`config.mk`:
```
export PLATFORM = sky130hd
export DESIGN_NAME = mem_access_lsu
export DESIGN_NICKNAME = d
export VERILOG_FILES = /design/src/rtl/mem_access_lsu.sv
export SDC_FILE = /design/constraint.sdc
export NUM_CORES = 1
export LEC_CHECK = 0
export ABC_AREA = 1
export ABC_CLOCK_PERIOD_IN_PS = 1720
export CAP_MARGIN = 5
export CORE_ASPECT_RATIO = 1.4
export CORE_MARGIN = 8
export CORE_UTILIZATION = 41
export CTS_CLUSTER_DIAMETER = 30
export DETAILED_ROUTE_END_ITERATION = 10
export PLACE_DENSITY = 0.84
export SYNTH_ARGS = -nofsm -noshare
export SYNTH_HDL_FRONTEND = slang
export SYNTH_SLANG_ARGS = --single-unit
export TNS_END_PERCENT = 30
```
`constraint.sdc`:
```
create_clock -name clk -period 1.72 [get_ports clk]
set_clock_uncertainty 0.1 [all_clocks]
set_input_delay 0.258 -clock clk [delete_from_list [all_inputs] [get_ports clk]]
set_output_delay 0.258 -clock clk [all_outputs]
set_load 0.05 [all_outputs]
```
`src/rtl/mem_access_lsu.sv`:
```
// MEM-stage load/store unit: one req/ack data-memory transaction per load/store,
// with byte-lane steering on stores and sign/zero extension on loads.
//
// state  | meaning
// IDLE   | waiting for a load/store in EX/MEM; misaligned ops are flagged here
// BUS    | DMEM_REQ held with stable bus outputs until ack or timeout
// DONE   | transaction finished; same instruction still in EX/MEM, never re-issued
module mem_access_lsu #(
    parameter int unsigned TIMEOUT_CYCLES = 16
) (
    input  logic        clk,
    input  logic        rst,
    input  logic        MEMREAD_MEM,
    input  logic        MEMWRITE_MEM,
    input  logic [31:0] ALUOUT_MEM,
    input  logic [31:0] PREOP2_MEM,
    input  logic [31:0] INSTR_MEM,
    output logic        DMEM_REQ,
    output logic        DMEM_WE,
    output logic [31:0] DMEM_ADDR,
    output logic [3:0]  DMEM_BE,
    output logic [31:0] DMEM_WDATA,
    input  logic        DMEM_ACK,
    input  logic [31:0] DMEM_RDATA,
    output logic        STALL_MEM,
    output logic [31:0] LOAD_DATA_MEM,
    output logic        MISALIGN_MEM,
    output logic        BUSERR_MEM
);

    typedef enum logic [1:0] {S_IDLE, S_BUS, S_DONE} state_t;

    localparam logic [31:0] TC_LAST = 32'(TIMEOUT_CYCLES - 1);

    state_t      r_state, w_state_nxt;
    logic [31:0] r_cnt;
    logic [1:0]  r_lane;
    logic [2:0]  r_f3;
    logic        r_misalign, r_buserr;

    logic        w_op, w_aligned, w_issue, w_ack, w_timeout, w_misalign;
    logic [1:0]  w_lane;
    logic [3:0]  w_be;
    logic [31:0] w_wdata, w_shifted, w_load_ext;

    assign w_op   = MEMREAD_MEM | MEMWRITE_MEM;
    assign w_lane = ALUOUT_MEM[1:0];

    always_comb begin
        w_aligned = 1'b0;
        w_be      = 4'b0000;
        w_wdata   = 32'h0;
        case (INSTR_MEM[13:12])
            2'b00: begin
                w_aligned = 1'b1;
                w_be      = 4'b0001 << w_lane;
                w_wdata   = {4{PREOP2_MEM[7:0]}};
            end
            2'b01: begin
                w_aligned = ~w_lane[0];
                w_be      = w_lane[1] ? 4'b1100 : 4'b0011;
                w_wdata   = {2{PREOP2_MEM[15:0]}};
            end
            2'b10: begin
                w_aligned = (w_lane == 2'b00);
                w_be      = 4'b1111;
                w_wdata   = PREOP2_MEM;
            end
            default: begin
                w_aligned = 1'b0;
            end
        endcase
        if (!MEMWRITE_MEM) w_wdata = 32'h0;
    end

    // Halves are only issued with lane[0]==0, so a byte-granular shift serves both sizes.
    assign w_shifted = DMEM_RDATA >> {r_lane, 3'b000};

    always_comb begin
        case (r_f3[1:0])
            2'b00:   w_load_ext = {{24{~r_f3[2] & w_shifted[7]}}, w_shifted[7:0]};
            2'b01:   w_load_ext = {{16{~r_f3[2] & w_shifted[15]}}, w_shifted[15:0]};
            default: w_load_ext = DMEM_RDATA;
        endcase
    end

    always_ff @(posedge clk) begin
        if (rst) r_state <= S_IDLE;
        else     r_state <= w_state_nxt;
    end

    always_comb begin
        w_state_nxt = r_state;
        w_issue     = 1'b0;
        w_ack       = 1'b0;
        w_timeout   = 1'b0;
        w_misalign  = 1'b0;
        case (r_state)
            S_IDLE: begin
                if (w_op && w_aligned) begin
                    w_issue     = 1'b1;
                    w_state_nxt = S_BUS;
                end else if (w_op) begin
                    w_misalign  = 1'b1;
                end
            end
            S_BUS: begin
                if (DMEM_ACK) begin
                    w_ack       = 1'b1;
                    w_state_nxt = S_DONE;
                end else if (TIMEOUT_CYCLES != 0 && r_cnt == TC_LAST) begin
                    w_timeout   = 1'b1;
                    w_state_nxt = S_DONE;
                end
            end
            S_DONE:  w_state_nxt = S_IDLE;
            default: w_state_nxt = S_IDLE;
        endcase
    end

    assign STALL_MEM = ((r_state == S_IDLE) && w_op && w_aligned) || (r_state == S_BUS);

    always_ff @(posedge clk) begin
        if (rst) begin
            DMEM_REQ      <= 1'b0;
            DMEM_WE       <= 1'b0;
            DMEM_ADDR     <= 32'h0;
            DMEM_BE       <= 4'h0;
            DMEM_WDATA    <= 32'h0;
            LOAD_DATA_MEM <= 32'h0;
            r_cnt         <= 32'h0;
            r_lane        <= 2'b00;
            r_f3          <= 3'b000;
            r_misalign    <= 1'b0;
            r_buserr      <= 1'b0;
        end else begin
            r_misalign <= w_misalign;
            r_buserr   <= w_timeout;
            if (w_issue) begin
                DMEM_REQ   <= 1'b1;
                DMEM_WE    <= MEMWRITE_MEM;
                DMEM_ADDR  <= {ALUOUT_MEM[31:2], 2'b00};
                DMEM_BE    <= w_be;
                DMEM_WDATA <= w_wdata;
                r_lane     <= w_lane;
                r_f3       <= INSTR_MEM[14:12];
                r_cnt      <= 32'h0;
            end else if (r_state == S_BUS) begin
                if (w_ack || w_timeout) DMEM_REQ <= 1'b0;
                if (w_ack && !DMEM_WE) LOAD_DATA_MEM <= w_load_ext;
                if (!DMEM_ACK) r_cnt <= r_cnt + 32'd1;
            end
        end
    end

    assign MISALIGN_MEM = r_misalign;
    assign BUSERR_MEM   = r_buserr;

endmodule

```
==> results of run 1 <==
synth_stat cells:
cell type    n
a21boi_0     2
a21oi_1     97
a221oi_1     6
a31oi_1      8
and3_1       2
buf_1        3
buf_2       12
buf_4        5
buf_6        4
clkbuf_1    23
conb_1       1
dfxtp_1    141
ha_1         1
inv_1      123
inv_2        4
nand2_1    243
nand2_2      1
nand2_4      1
nand3_1     30
nand3_2      4
nand3b_1     1
nand4_1      9
nor2_1     131
nor2_4       1
nor2_8       1
nor3_1       3
nor3_2       1
nor3b_1      1
nor4_1       1
o211ai_1     9
o21ai_0    129
o21ai_2     20
or2_2        6
xnor2_1      3
xor2_1       3
power by group:
| part | total [W] | internal [W] | leakage [nW] | switching [W] |
|---|---|---|---|---|
| clock network | 0.00383 | 0.00210 | 0.302 | 0.00173 |
| logic | 0.00202 | 0.000747 | 2.83 | 0.00127 |
| registers | 0.00354 | 0.00343 | 1.15 | 0.000102 |
| total | 0.00938 | 0.00628 | 4.28 | 0.00310 |
per-layer routing:
layer / up-vias / track usage [%]
met4: 0 / 10.52
met1: 3393 / 21.98
met5: - / 0
met3: 63 / 5.723
li1: 3803 / -
met2: 261 / 37.44
cell usage in the layout, fill, tap and decap left out, drive strengths merged, types with 18 or more instances in the layout:
cell and count:
a21oi 97, nand2 245, o21ai 149, nand3 34, buf 163, clkdlybuf4s50 99, inv 138, clkbuf 18
nor2 133, dfxtp 141
tightest hold or removal path: stages:
cell and delay (ns):
dlymetal6s2s_1 0.14, o21ai_2 0.06, nand2_1 0.07, inv_2 0.08, buf_4 0.10, nor2_1 0.03
area by class of cell:
class | instances | share of cell area (%)
clock inverters | 15 | 1.881
multi-input cells | 716 | 34.55
inverters | 127 | 4.828
clock buffers | 17 | 4.263
flip-flops and latches | 141 | 28.34
well taps | 203 | 2.545
repair buffers | 267 | 23.57
diodes | 1 | 0.02508
cells by family after synthesis:
kind of cell               after synthesis  share of synthesized area (%)
buffers and inverters                  174                          10.40
AOI/OAI and AO/OA                      271                          21.63
adders and majority gates                1                         0.1814
other                                    1                        0.05438
and+or+nand+nor                        436                          26.04
DFF                                    141                          40.94
xor gates and xnor gates                 6                         0.7623
flip-flops by register name, summed over array words and instances (netlist names):
| name | flops |
|---|---|
| DMEM_BE | 4 |
| BUSERR_MEM | 1 |
| DMEM_ADDR | 30 |
| r_lane | 2 |
| r_state | 2 |
| DMEM_WE | 1 |
| LOAD_DATA_MEM | 32 |
| MISALIGN_MEM | 1 |
| r_cnt | 32 |
| r_f3 | 3 |
| DMEM_REQ | 1 |
| DMEM_WDATA | 32 |
worst paths after layout:
path                                            startpoint                          to  slack (ns)  depth (start not counted)
worst max-delay path               r_state[1]$_SDFFE_PP0P_                   STALL_MEM        0.03                          5
worst min register to register  DMEM_ADDR[29]$_SDFFE_PP0P_  DMEM_ADDR[29]$_SDFFE_PP0P_        0.35                          2
worst min-delay path                         INSTR_MEM[12]     MISALIGN_MEM$_SDFF_PP0_        0.24                          6
worst max register to register       r_cnt[6]$_SDFFE_PP0P_      r_cnt[26]$_SDFFE_PP0P_        0.04                          7
metrics by stage:
stage	setup TNS (ns)	hold WS [ns]	cell area, um2	power, W
final	0	0.2413	9978	0.009380
after global routing	-0.2031	0.2790	9976	0.009737
after CTS	0	0.3131	9872	0.009410
after detailed placement	-27.37	0.3351	9218	0.005588
after global placement	-22.98	0.3308	9218	0.005560
after floorplan	0	0.3205	6902	0.004767
what timing repair did:
| item | 4_1_cts | 5_1_grt |
|---|---|---|
| gates resized for setup | 11 | 33 |
| buffers inserted | 2 | 0 |
| endpoints found under the setup margin | 1 | 50 |
| cloned | 0 | 1 |
| pin swaps | 2 | 4 |
==> summary.md, run 1 <==
| Metric | Value |
|---|---|
| Sequential Area | `between 0.002 and 0.003 mm2` |
| CTS tree | `built` |
| FF+latch count, synth | `141` |
| Largest cells by area after synthesis | `dfxtp_1 41%, nand2_1 13%, o21ai_0 9.4%, nor2_1 7.1%, a21oi_1 7.0%` |
| Slew Viols, Final | `0` |
| Antenna violations before repair | `0` |
| # H-tree levels | `4` |
| Die Span Y | `169.4 um` |
| Register area share after synthesis | `between 40% and 50%` |
| Layout Utilization | `60.09%` |
| Mapped Avg Cell Area | `6.695 um2` |
| Clock tree sinks | `between 100 and 150` |
| Max Cap Violations | `0` |
| Multi-input logic area | `0.003447 mm2` |
| Vias in the first global route | `7,219` |
| Mapped cell area | `0.006895 mm2` |
| Final wirelength | `22,820 um` |
| Die width | `125.6 um` |
| P&R area growth vs syn | `44.71%` |
| Rel. slew slack | `54.09%` |
| DR pass1 iterations | `5` |
| Number of DRC markers in iteration 0 | `441` |
| Fillers | `1,486` |
| Antenna viol nets, final | `0` |
| Number of primary I/O pins | `238` |
| Port Buffers | `a little over 200` |
| Clock buffer count from CTS | `17` |
| Top cell type's share of synthesized area | `40.94%` |
| Final Cycle Share | `98.13%` |
| Pre-CTS setup slack | `-0.4358 ns` |
| Inst Count DP | `1,451` |
| Largest net degree at the start of global routing | `39` |
| Leakage | `4.284 nW` |
| Finished Layout Cells | `between 1k and 1.5k` |
| CP arrival | `1.33 ns` |
| F_max | `592.5 MHz` |
| DR WL/cell | `15.34 um` |
| Worst setup margin | `0.03218 ns` |
| Crit path max-delay family | `flip-flops` |
| Overall global routing resource usage | `20.85%` |
| Hold Crit Class | `primary input to flip-flop` |
| Drt via density | `5.057` |
| Clk slew on worst S/H paths | `0.07 ns` |
| Distinct cells, synth | `35` |
| Clock period minus worst slack | `around 1.7 ns` |
| Synth area leader | `dfxtp_1` |
| Gp weighted congestion | `0.9514` |
| Detailed placement HPWL | `17,420 um` |
| Crit start category | `flip-flop` |
| Final setup fails | `0` |
| CP Max Fanout | `2` |
| Fin nets | `1,404` |
| CP bufs+invs | `2` |
| Fraction of layout cells with a size suffix above 1 | `20.19%` |
| CP max-delay cell | `dfxtp_2` |
| Measured slew at the worst slew-check pin | `0.6863 ns` |
| Top layer reached by signal wires | `met4` |
| Total core area | `roughly 0.017 mm2` |
| Met2 Wirelength | `11,900 um` |
| CTS root buf | `clkbuf_16` |
| Yosys Warn Count | `0` |
| Hold buffers post-CTS | `0` |
| Worst Path Class, Setup | `flip-flop to output port` |
| Routed wl met3 | `1443 um` |
| Data required, critical path | `1.36 ns` |
| Critical Path Sink Type | `output port` |
| # rows | `56` |
| Worst path max stage delay | `between 0.3 and 0.4 ns` |
| Via count | `around 7.5k` |
| DRC viols | `0` |
| Starting Density | `41.52%` |
| Worst-skew pair later-pin latency | `0.43 ns` |
| Total gr overflow | `0` |
| First-pass GRT wire length | `roughly 36,000 um` |
| Ordered cell list for the critical path | `nor2_4 > nand3_4 > buf_8 > nand2_4 > buf_12` |
| Fin. Hold Viols | `0` |
| Power per standard cell area | `940.0 mW/mm2` |
| RSZ-0062 raised after global routing | `true` |
| DRT met1 WL | `8555 um` |
| Mapped Cells | `1,030` |
| Status | `finished, final reports clean` |
| Die area | `0.02128 mm2` |
| Maximum vdd drop | `0.0006137 V` |
| Largest buffer count on any clock path | `2` |
Power figures use the tool's default switching activity.
==> inputs of run 2 (changes only) <==
--- a/config.mk
+++ b/config.mk
@@ -8,12 +8,13 @@
 export ABC_AREA = 1
 export ABC_CLOCK_PERIOD_IN_PS = 1720
 export CAP_MARGIN = 5
-export CORE_ASPECT_RATIO = 1.4
 export CORE_MARGIN = 8
 export CORE_UTILIZATION = 41
 export CTS_CLUSTER_DIAMETER = 30
 export DETAILED_ROUTE_END_ITERATION = 10
+export GPL_TIMING_DRIVEN = 1
 export PLACE_DENSITY = 0.84
+export SLEW_MARGIN = 20
 export SYNTH_ARGS = -nofsm -noshare
 export SYNTH_HDL_FRONTEND = slang
 export SYNTH_SLANG_ARGS = --single-unit
==> run 2 against run 1 <==
Against the previous run:
- sequential power about the same
- non-clock buffer count up 7
- combinational power up 2%
- via count up 1.3%
- die area down 0.28%
- hold slack better by 0.092 ns
- first-iteration DRC count up 7.5%
- sequential share of layout area down 0.21 points
- utilization up 0.80 points
- flip-flop and latch count unchanged
- setup slack better by 0.020 ns
- design area up 0.83%
==> summary.md, run 2 (synthesis results as in run 1) <==
| Metric | Value |
|---|---|
| RSZ-0062 raised after global routing | `true (unchanged)` |
| Antenna violations before repair | `2 (was 0)` |
| P&R area growth vs syn | `45.91% (was 44.71%)` |
| Placed inst area | `0.009364 mm2 (was 0.009218 mm2)` |
| Rel. slew slack | `61.18% (was 54.09%)` |
| CP Max Fanout | `3 (was 2)` |
| # rows | `47 (was 56)` |
| Critical Path Sink Type | `output port (unchanged)` |
| Power per standard cell area | `920.7 mW/mm2 (was 940.0 mW/mm2)` |
| Hold Crit Class | `primary input to flip-flop (unchanged)` |
| First-pass GRT wire length | `35,860 um (was 36,090 um)` |
| Status | `finished, final reports clean (unchanged)` |
| Slew Viols, Final | `0 (unchanged)` |
| Clock buffer count from CTS | `17 (unchanged)` |
| Largest net degree at the start of global routing | `49 (was 39)` |
| Total gr overflow | `0 (unchanged)` |
| Final wirelength | `22,110 um (was 22,820 um)` |
| Die area | `0.02122 mm2 (was 0.02128 mm2)` |
| DR WL/cell | `14.62 um (was 15.34 um)` |
| CTS root buf | `clkbuf_16 (unchanged)` |
| Fin Hold WS | `0.3337 ns (was 0.2413 ns)` |
| Worst reg2reg endpoint | `r_cnt[26]$_SDFFE_PP0P_ (unchanged)` |
| Final Cycle Share | `96.94% (was 98.13%)` |
| Commonest non-fill, non-tap cell in the layout | `nand2_1 (unchanged)` |
| Most frequent cells in the layout | `241 x nand2_1, 159 x buf_4, 137 x dfxtp_1 (was 242 x nand2_1, 156 x buf_4, 137 x dfxtp_1)` |
| Detailed placement HPWL | `16,690 um (was 17,420 um)` |
| Hold path start | `INSTR_MEM[12] (unchanged)` |
| Layout Utilization | `60.88% (was 60.09%)` |
| Gp weighted congestion | `0.9483 (was 0.9514)` |
| DRC viols | `0 (unchanged)` |
| Biggest regs | `DMEM_WDATA (32), LOAD_DATA_MEM (32), r_cnt (32) (unchanged)` |
| Worst Path Class, Setup | `flip-flop to output port (unchanged)` |
| Antenna viol nets, final | `0 (unchanged)` |
| Number of primary I/O pins | `238 (unchanged)` |
| Die width | `145.7 um (was 125.6 um)` |
| Overall global routing resource usage | `20.33% (was 20.85%)` |
| Number of DRC markers in iteration 0 | `474 (was 441)` |
| Sequential Area | `0.002830 mm2 (was 0.002828 mm2)` |
| Clk slew on worst S/H paths | `0.07 ns (about the same)` |
| Reg2Reg Setup Slack | `0.06 ns (was 0.04 ns)` |
| Reg-to-Reg Start | `r_cnt[0]$_SDFFE_PP0P_ (was r_cnt[6]$_SDFFE_PP0P_)` |
| Hold path depth | `6 (unchanged)` |
| CTS tree | `built (unchanged)` |
| Final instance area | `0.01006 mm2 (was 0.009978 mm2)` |
| Measured slew at the worst slew-check pin | `0.5817 ns (was 0.6863 ns)` |
| Fraction of layout cells with a size suffix above 1 | `20.31% (was 20.19%)` |
| DR pass1 iterations | `6 (was 5)` |
| R2R cell count | `8 (was 7)` |
| Clock period minus worst slack | `1.667 ns (was 1.688 ns)` |
| Fin. Hold Viols | `0 (unchanged)` |
| Fin nets | `1,411 (was 1,404)` |
| Vias in the first global route | `7,127 (was 7,219)` |
| Largest buffer count on any clock path | `2 (unchanged)` |
| Crit start category | `flip-flop (unchanged)` |
| Final TNS setup | `0 ns (unchanged)` |
| Starting Density | `41.73% (was 41.52%)` |
| # H-tree levels | `4 (unchanged)` |
| Final setup fails | `0 (unchanged)` |
| Port Buffers | `206 (unchanged)` |
| Multi-input logic area | `0.003421 mm2 (was 0.003447 mm2)` |
| CP arrival | `1.31 ns (was 1.33 ns)` |
| Worst Hold End | `MISALIGN_MEM$_SDFF_PP0_ (unchanged)` |
| Fillers | `1,438 (was 1,486)` |
| Maximum vdd drop | `0.0006708 V (was 0.0006137 V)` |
| Worst-skew pair later-pin latency | `0.42 ns (was 0.43 ns)` |
| Leakage | `4.316 nW (was 4.284 nW)` |
| Total core area | `0.01652 mm2 (was 0.01661 mm2)` |
| Die Span Y | `145.7 um (was 169.4 um)` |
| Clock tree sinks | `141 (unchanged)` |
| Data required, critical path | `1.36 ns (about the same)` |
| F_max | `599.7 MHz (was 592.5 MHz)` |
| Max Cap Violations | `0 (unchanged)` |
| Via count | `7,616 (was 7,520)` |
| Drt via density | `5.037 (was 5.057)` |
[run 2: layer usage]
metal | global-route usage [%] | up-vias | routed length [um]
met5 | 0 | - | 0
met3 | 7.556 | 48 | 1901
li1 | - | 3816 | -
met2 | 33.65 | 313 | 10540
met1 | 23.98 | 3439 | 9165
met4 | 6.195 | 0 | 503
[run 2: worst max-delay path by stage]
stage	slack, ns	startpoint	cells past startpoint	end
6_report	0.05	r_state[0]$_SDFFE_PP0P_	5	STALL_MEM
5_1_grt	-0.09	r_cnt[0]$_SDFFE_PP0P_	8	r_cnt[26]$_SDFFE_PP0P_
4_1_cts	0.007	r_state[0]$_SDFFE_PP0P_	5	STALL_MEM
3_5_place_dp	-0.27	INSTR_MEM[13]	11	r_cnt[7]$_SDFFE_PP0P_
3_3_place_gp	-0.20	DMEM_ACK	7	r_cnt[8]$_SDFFE_PP0P_
2_1_floorplan	0.09	INSTR_MEM[13]	8	STALL_MEM
[run 2: worst max-delay path, stage by stage (launching register included)]
cell and delay [ns]:
dfxtp_4 0.36, nor2_4 0.09, nand3_2 0.10, buf_12 0.14, nand2_4 0.05, buf_12 0.13
[run 2: layout make-up]
class / instances / share of cell area, %
Clock buffer: 18 / 4.365
Multi-Input combinational cell: 716 / 34.00
Antenna cell: 2 / 0.04975
Timing Repair Buffer: 274 / 24.45
Tap cell: 220 / 2.736
Sequential cell: 141 / 28.13
Clock inverter: 14 / 1.505
Inverter: 127 / 4.763
[run 2: where the power goes]
group	internal [W]	switching, W	leakage, nW
clock network	0.00208	0.00159	0.277
logic	0.000785	0.00128	2.89
registers	0.00343	0.0000989	1.15
[run 2: per-stage QoR]
step / total power (W) / cells / worst slack, ns
floorplan: 0.004767 / 1031 / 0.08682
global placement: 0.005607 / 1473 / -0.2038
detailed placement: 0.005632 / 1473 / -0.2740
CTS: 0.009320 / 1510 / 0.006579
global route: 0.009643 / 1511 / -0.09070
finish: 0.009263 / 1512 / 0.05257
[run 2: what timing repair did]
item                                    in CTS  in global routing
pin swaps                                    2                  2
hold buffers                                 0                  0
setup buffers                                5                  0
endpoints found under the setup margin       2                 39
resized for setup                           11                 19
==> inputs of run 3 (changes only) <==
--- a/config.mk
+++ b/config.mk
@@ -8,11 +8,14 @@
 export ABC_AREA = 1
 export ABC_CLOCK_PERIOD_IN_PS = 1720
 export CAP_MARGIN = 5
+export CORE_ASPECT_RATIO = 0.75
 export CORE_MARGIN = 8
 export CORE_UTILIZATION = 41
+export CTS_BUF_LIST = sky130_fd_sc_hd__clkbuf_4
 export CTS_CLUSTER_DIAMETER = 30
 export DETAILED_ROUTE_END_ITERATION = 10
 export GPL_TIMING_DRIVEN = 1
+export MAX_ROUTING_LAYER = met4
 export PLACE_DENSITY = 0.84
 export SLEW_MARGIN = 20
 export SYNTH_ARGS = -nofsm -noshare
==> run 3 against run 2 <==
Against the previous run:
- power is 17% lower
- critical endpoint unchanged
- critical path depth is 1 lower
- global-route usage is 0.55 points higher
- via count is 1.1% lower
- hold slack worse by 0.22 ns
- the flow now finishes with violations (setup timing)
- final cell count is 0.33% lower
- highest routed layer unchanged
==> summary.md, run 3 (synthesis results as in run 1) <==
| Metric | Value |
|---|---|
| Fillers | `1,477 (was 1,438)` |
| Fin nets | `1,412 (was 1,411)` |
| # H-tree levels | `4 (unchanged)` |
| Drt via density | `4.998 (was 5.037)` |
| Port Buffers | `206 (unchanged)` |
| Number of primary I/O pins | `238 (unchanged)` |
| Die width | `165.7 um (was 145.7 um)` |
| Clock period minus worst slack | `1.737 ns (was 1.667 ns)` |
| DR pass1 iterations | `6 (unchanged)` |
| GR Layer Usage met3 | `6.740% (was 7.556%)` |
| Clock buffer count from CTS | `17 (unchanged)` |
| Largest net degree at the start of global routing | `56 (was 49)` |
| Most frequent cells in the layout | `241 x nand2_1, 161 x buf_4, 130 x dfxtp_1 (was 241 x nand2_1, 159 x buf_4, 137 x dfxtp_1)` |
| Critical Path Sink Type | `output port (unchanged)` |
| Hold Crit Class | `primary input to flip-flop (unchanged)` |
| Die area | `0.02127 mm2 (was 0.02122 mm2)` |
| Data required, critical path | `1.36 ns (about the same)` |
| Final wirelength | `22,510 um (was 22,110 um)` |
| Clk slew on worst S/H paths | `0.13 ns (was 0.07 ns)` |
| F_max | `575.7 MHz (was 599.7 MHz)` |
| Worst Path Class, Setup | `flip-flop to output port (unchanged)` |
| # rows | `41 (was 47)` |
| Total core area | `0.01662 mm2 (was 0.01652 mm2)` |
| Commonest non-fill, non-tap cell in the layout | `nand2_1 (unchanged)` |
| Starting Density | `41.49% (was 41.73%)` |
| Met2 global-route usage | `32.51% (was 33.65%)` |
| RSZ-0062 raised after global routing | `true (unchanged)` |
| Via count | `7,532 (was 7,616)` |
| Antenna violations before repair | `1 (was 2)` |
| DRC viols | `0 (unchanged)` |
| Maximum vdd drop | `0.0006198 V (was 0.0006708 V)` |
| CTS root buf | `clkbuf_4 (was clkbuf_16)` |
| M1 GR Usage | `25.62% (was 23.98%)` |
| Detailed placement HPWL | `17,470 um (was 16,690 um)` |
| P&R area growth vs syn | `42.10% (was 45.91%)` |
| Worst-skew pair later-pin latency | `0.57 ns (was 0.42 ns)` |
| Biggest regs | `DMEM_WDATA (32), LOAD_DATA_MEM (32), r_cnt (32) (unchanged)` |
| Crit path max-delay family | `flip-flops (unchanged)` |
| Fraction of layout cells with a size suffix above 1 | `21.46% (was 20.31%)` |
| Hold buffers post-CTS | `0 (unchanged)` |
| CTS tree | `built (unchanged)` |
| Fin. Hold Viols | `0 (unchanged)` |
| Final setup fails | `1 (was 0)` |
| Rel. slew slack | `58.58% (was 61.18%)` |
| CP Max Fanout | `3 (unchanged)` |
| Crit start category | `flip-flop (unchanged)` |
| Final Cycle Share | `101.0% (was 96.94%)` |
| Clock tree sinks | `141 (unchanged)` |
| CP arrival | `1.38 ns (was 1.31 ns)` |
| DR WL/cell | `14.94 um (was 14.62 um)` |
| Vias in the first global route | `7,123 (was 7,127)` |
| CP bufs+invs | `1 (was 2)` |
| Gp weighted congestion | `0.9246 (was 0.9483)` |
| Layout Utilization | `58.95% (was 60.88%)` |
| CP max-delay cell | `dfxtp_4 (unchanged)` |
| Die Span Y | `128.3 um (was 145.7 um)` |
| Worst setup margin | `-0.01692 ns (was 0.05257 ns)` |
| Overall global routing resource usage | `20.88% (was 20.33%)` |
| Inst Count DP | `1,471 (was 1,473)` |
| Largest buffer count on any clock path | `2 (unchanged)` |
| Busiest metal layer after global routing | `met2 (unchanged)` |
| Max Cap Violations | `0 (unchanged)` |
| Measured slew at the worst slew-check pin | `0.6192 ns (was 0.5817 ns)` |
| Leakage | `4.154 nW (was 4.316 nW)` |
| Failing checks | `setup timing` |
| Ordered cell list for the critical path | `nor2_4 > nand3_4 > nand2_4 > buf_12 (was nor2_4 > nand3_2 > buf_12 > nand2_4 > buf_12)` |
| Reg2Reg Setup Slack | `0.03 ns (was 0.06 ns)` |
| Slew Viols, Final | `0 (unchanged)` |
| Worst path max stage delay | `0.37 ns (was 0.36 ns)` |
| First-pass GRT wire length | `35,540 um (was 35,860 um)` |
| Total gr overflow | `0 (unchanged)` |
| Number of DRC markers in iteration 0 | `603 (was 474)` |
| Power per standard cell area | `784.8 mW/mm2 (was 920.7 mW/mm2)` |
| Antenna viol nets, final | `0 (unchanged)` |
| Status | `complete, but fails checks (was finished, final reports clean)` |
| Finished Layout Cells | `1,507 (was 1,512)` |
==> run 3: timing repair <==
action | 4_1_cts | 5_1_grt
buffers inserted | 2 | 2
pin swaps | 1 | 6
resized for setup | 7 | 44
endpoints found under the setup margin | 1 | 49
==> run 3: metal layers <==
layer | vias up | share of wire (%) | routed length (um)
li1 | 3810 | - | -
met1 | 3391 | 43 | 9750
met2 | 306 | 46 | 10370
met3 | 25 | 9.5 | 2130
met4 | 0 | 1.1 | 255
met5 | - | 0 | 0
==> run 3: layout make-up <==
type / count / area, um2 / share of cell area, %
multi-input combinational: 716 / 3493 / 35.65
sequential: 141 / 2839 / 28.97
timing repair buffer: 275 / 2450 / 25.00
inverter: 127 / 476.7 / 4.865
tap: 215 / 269.0 / 2.745
clock inverter: 15 / 140.1 / 1.430
clock buffer: 17 / 127.6 / 1.303
antenna: 1 / 2.502 / 0.02554
==> run 3: report_power, final <==
part           leakage, nW  switching, W  internal (W)
combinational         2.86       0.00128      0.000781
clock                0.138       0.00145      0.000639
sequential            1.15      0.000105       0.00343
total                 4.15       0.00284       0.00485
==> run 3: stage by stage <==
step                      hold slack [ns]  cell area, um2  power [W]  setup slack (ns)  setup TNS, ns
after global placement             0.3311            9355   0.005607           -0.2929         -24.52
after global routing               0.1020            9798   0.008046          -0.09355        -0.1570
after CTS                         0.08092            9656   0.007718           -0.1086        -0.1086
after detailed placement           0.3343            9355   0.005636           -0.3200         -25.01
final                              0.1180            9798   0.007690          -0.01692       -0.01692
after floorplan                    0.3205            6902   0.004767           0.08682              0
==> run 3: worst reg2reg max path: stages (launching register included) <==
cell	delay (ns)
dfxtp_4	0.37
nor2_4	0.14
nand3_4	0.11
buf_4	0.15
buf_4	0.13
buf_4	0.14
nor2_8	0.11
nand2_8	0.09
buf_12	0.14
o21ai_0	0.15
==> run 3: final timing paths <==
path	cells after the start	startpoint	to
max	4	r_state[0]$_SDFFE_PP0P_	STALL_MEM
min	3	ALUOUT_MEM[0]	r_lane[0]$_SDFFE_PP0P_
max reg2reg	9	r_state[0]$_SDFFE_PP0P_	DMEM_WDATA[31]$_SDFFE_PP0P_
min reg2reg	2	DMEM_ADDR[10]$_SDFFE_PP0P_	DMEM_ADDR[10]$_SDFFE_PP0P_
==> variant 1: new RTL, settings of run 1 <==
Make the reset (`rst`) asynchronous in 2 clocked blocks.
--- a/src/rtl/mem_access_lsu.sv
+++ b/src/rtl/mem_access_lsu.sv
@@ -85,5 +85,5 @@
     end
 
-    always_ff @(posedge clk) begin
+    always_ff @(posedge clk or posedge rst) begin
         if (rst) r_state <= S_IDLE;
         else     r_state <= w_state_nxt;
@@ -121,5 +121,5 @@
     assign STALL_MEM = ((r_state == S_IDLE) && w_op && w_aligned) || (r_state == S_BUS);
 
-    always_ff @(posedge clk) begin
+    always_ff @(posedge clk or posedge rst) begin
         if (rst) begin
             DMEM_REQ      <= 1'b0;
Behaviour: differs if rst is asserted again (counterexample within 4 cycles, from zero or initial values and one cycle with rst high); with rst held inactive, the same outputs for 4 cycles.
==> variant 1 against run 1 <==
The flow now finishes with violations (setup timing). Worst setup slack lost 0.085 ns. Design area grew 5.1%. Cell count is the same. Via count grew 1.6%. Wire length grew 3.6%. First-iteration DRC count grew 38%. Sequential cell count is the same. Synthesized area grew 6.1%. Critical endpoint unchanged.
Power is not compared: it rests on default switching activity, and its combinational part moved more than twofold at a synthesized area within 25%.
==> variant 1: results (changes against run 1) <==
| Metric | Value |
|---|---|
| Largest net degree at the start of global routing | 55 (was 39) |
| Final setup fails | 1 (was 0) |
| Part of the Yosys area used for sequential elements | 48.2% (was 40.9%) |
| Post-CTS sizing | 7 (was 11) |
| Global-route wire length before repair | 38400 um (was 36100 um) |
| WL final | 23600 um (was 22800 um) |
| Via Count | 7641 (was 7520) |
| Initial DRC count | 610 (was 441) |
| Clock buf count | 18 (was 17) |
| Failing checks | setup timing |
| Status | finished with violations (was complete, no violations) |
| Layout cells sized above 1 | 20.0% (was 20.2%) |
| Max incr delay on CP | 0.40 ns (was 0.34 ns) |
| Post-DP HPWL | 17700 um (was 17400 um) |
| Synth area leaders | dfrtp_1 (48%), nand2_1 (18%), nor2_1 (4.9%) (was dfxtp_1 (41%), nand2_1 (13%), o21ai_0 (9.4%)) |
| Worst setup path startpoint | r_state[1]$_DFFE_PP0P_ (was r_state[1]$_SDFFE_PP0P_) |
| Seq cells | 141 (unchanged) |
| Nets | 1367 (was 1404) |
| Routability Congestion | 0.915 (was 0.951) |
| Multi-input comb cells | 713 (was 716) |
| FF+latch area | 3530 um^2 (was 2830 um^2) |
| Footprint of the multi-input gates | 3310 um^2 (was 3450 um^2) |
| Hold Path Class | in -> async (was in -> reg) |
| Critical path arrival | 1.41 ns (was 1.33 ns) |
| RR Endpoint | r_cnt[16]$_DFFE_PP0P_ (was r_cnt[26]$_SDFFE_PP0P_) |
| Number of fill cells | 1568 (was 1486) |
| Vias in the first global route | 7517 (was 7219) |
| Worst Setup Slack, final | -0.0527 ns (was 0.0322 ns) |
| Initial antenna violation count | 1 (was 0) |
| CP max stage cell | dfrtp_1 (was dfxtp_2) |
==> variant 1: cell count changes in the layout (fill, tap and decap cells not counted), moves of 45 or more <==
cell,delta
a21oi_1,-47
dfrtp_1,+140
dfxtp_1,-137
inv_1,-45
nand2_1,+103
o21ai_0,-88
==> variant 1: through the flow <==
stage / setup TNS, ns / util (%) / power, mW / instance area, um^2 / hold WS [ns]
after global routing: -0.389 / 59.2 / 17.0 / 10500 / 0.199
after detailed placement: -28.08 / 55.3 / 12.6 / 9800 / 0.367
after floorplan: -56.76 / - / 9.83 / 7320 / 0.268
after CTS: -0.0559 / 58.8 / 16.3 / 10400 / 0.174
after global placement: -23.32 / 55.3 / 12.5 / 9800 / 0.364
final: -0.0527 / 59.2 / 16.2 / 10500 / 0.167
==> variant 1: layer usage <==
metal / vias up / global-route usage (%) / part of all wire (%)
met5: - / 0 / 0
met4: 0 / 11.4 / 4.3
met3: 72 / 4.29 / 5.8
met2: 304 / 36.3 / 51
met1: 3580 / 24.3 / 39
li1: 3685 / - / -
==> variant 2: new RTL, flow settings as in run 1 <==
Without the edit above. Change the parameter `TIMEOUT_CYCLES` from 16 to 15.
--- a/src/rtl/mem_access_lsu.sv
+++ b/src/rtl/mem_access_lsu.sv
@@ -7,5 +7,5 @@
 // DONE   | transaction finished; same instruction still in EX/MEM, never re-issued
 module mem_access_lsu #(
-    parameter int unsigned TIMEOUT_CYCLES = 16
+    parameter int unsigned TIMEOUT_CYCLES = 15
 ) (
     input  logic        clk,
Function: no difference found for any inputs over 4 cycles, from zero or initial values and one cycle with rst high; that may be too few to reach the edited logic, so the function may still have changed.
==> variant 2 against run 1 <==
The flow now finishes with violations (setup timing). Design area rose by 1.4%. Via count rose by 4.1%. Synthesized area up 0.74%. Sequential power is essentially flat. Critical path depth grew 2. Wire length grew 2.7%. Non-clock buffer count rose by 25. Global-route usage increased by 0.55 points. Power down 3.6%. Worst setup slack lost 0.10 ns. Sequential cell count unchanged. Critical path type unchanged.
==> variant 2: results (changes against run 1) <==
| Metric | Value |
|---|---|
| Hold Path Class | in -> reg (unchanged) |
| Number of fill cells | 1507 (was 1486) |
| Critical path arrival | 1.43 ns (was 1.33 ns) |
| Post-synth top cells | nand2_1 (258), nor2_1 (194), dfxtp_1 (141), o21ai_0 (121), inv_1 (83) (was nand2_1 (243), dfxtp_1 (141), nor2_1 (131), o21ai_0 (129), inv_1 (123)) |
| Setup WS pre-CTS | -0.412 ns (was -0.436 ns) |
| Initial DRC count | 513 (was 441) |
| Global Route met2 Usage | 39.4% (was 37.4%) |
| Dpl cells | 1486 (was 1451) |
| Synth Instances | 1039 (was 1030) |
| WL final | 23400 um (was 22800 um) |
| Worst Setup Slack, final | -0.0697 ns (was 0.0322 ns) |
| M3 GR Usage | 6.14% (was 5.72%) |
| Part of the Yosys area used for sequential elements | 40.6% (was 40.9%) |
| Count of cell types in the netlist | 43 (was 35) |
| Clock buffer depth | 2 (unchanged) |
| Largest net degree at the start of global routing | 43 (was 39) |
| Vias in the first global route | 7585 (was 7219) |
| CP max stage cell | dfxtp_4 (was dfxtp_2) |
| Layout cells sized above 1 | 20.6% (was 20.2%) |
| Synth area leaders | dfxtp_1 (41%), nand2_1 (14%), nor2_1 (10%) (was dfxtp_1 (41%), nand2_1 (13%), o21ai_0 (9.4%)) |
| Routability Congestion | 0.940 (was 0.951) |
| Via Count | 7826 (was 7520) |
| Slew Limit Fails | 0 (unchanged) |
| Failing checks | setup timing |
| Nets | 1441 (was 1404) |
| Leakage | 4.40 nW (was 4.28 nW) |
| Gr usage total | 21.4% (was 20.8%) |
| Met1 Use GR | 21.3% (was 22.0%) |
| VDD IR-drop max | 0.000641 V (was 0.000614 V) |
| Post-DP HPWL | 18300 um (was 17400 um) |
| WL per Instance | 15.4 um (was 15.3 um) |
| Status | finished with violations (was complete, no violations) |
| Final setup fails | 1 (was 0) |
| ANT cells | 0 (was 1) |
| Setup TNS Final | -0.0697 ns (was 0 ns) |
| Global-route wire length before repair | 36900 um (was 36100 um) |
[variant 2: per-layer routing]
layer / vias up / wire, um
met4: 0 / 1160
met2: 311 / 12300
met1: 3552 / 8310
met5: - / 0
li1: 3877 / -
met3: 86 / 1630
[variant 2: report_power, final]
| group | total (mW) | internal [mW] | switching [mW] |
|---|---|---|---|
| clock | 3.30 | 1.84 | 1.46 |
| sequential | 3.54 | 3.44 | 0.106 |
| combinational | 2.20 | 0.849 | 1.35 |
| total | 9.04 | 6.13 | 2.91 |
[variant 2: final cells by class]
cell class,instances,area share [%]
inverters,92,3.46
repair buffers,292,25.5
clock inverters,13,0.952
well taps,203,2.51
flip-flops and latches,141,28.0
clock buffers,19,4.28
multi-input cells,762,35.3
[variant 2: what timing repair did]
| item | in CTS | in global routing |
|---|---|---|
| pin swaps | 4 | 7 |
| setup endpoints to repair | 2 | 60 |
| resized for setup | 9 | 27 |
| gates cloned | 0 | 0 |
| setup buffers | 3 | 1 |
[variant 2: worst reg2reg max path: stages, from the launching register on]
cell     delay, ns
dfxtp_4       0.37
buf_6         0.11
inv_2         0.04
nor2_4        0.17
nand3_2       0.15
inv_2         0.12
buf_12        0.16
o21ai_0       0.13
o21ai_0       0.18
inv_1         0.06
[variant 2: path summary, 6_finish.rpt]
path                                            startpoint                        endpoint  slack (ns)  cells after the start
worst max-delay path               r_state[1]$_SDFFE_PP0P_                       STALL_MEM       -0.07                      7
worst min-delay path                         ALUOUT_MEM[1]          r_lane[1]$_SDFFE_PP0P_        0.22                      4
worst max register to register     r_state[0]$_SDFFE_PP0P_  LOAD_DATA_MEM[21]$_SDFFE_PP0P_        0.03                      9
worst min register to register  DMEM_WDATA[6]$_SDFFE_PP0P_      DMEM_WDATA[6]$_SDFFE_PP0P_        0.35                      2
[variant 2: cell families (layout without fill, tap and decap cells)]
kind of cell               count (synthesis)  after routing  synth area share (%)
adders and majority gates                  2              2                 0.360
buffers and inverters                    137            416                  8.86
and+or+nand+nor                          527            527                  31.0
AOI/OAI and AO/OA                        226            226                  18.5
other                                      1              2                0.0540
xor gates and xnor gates                   5              5                 0.630
DFF                                      141            141                  40.6
[variant 2: per-stage QoR]
step	instance area, um^2	total power, mW
floorplan	6950	4.85
global placement	9470	5.74
detailed placement	9470	5.78
CTS	10000	9.06
global route	10100	9.39
finish	10100	9.04
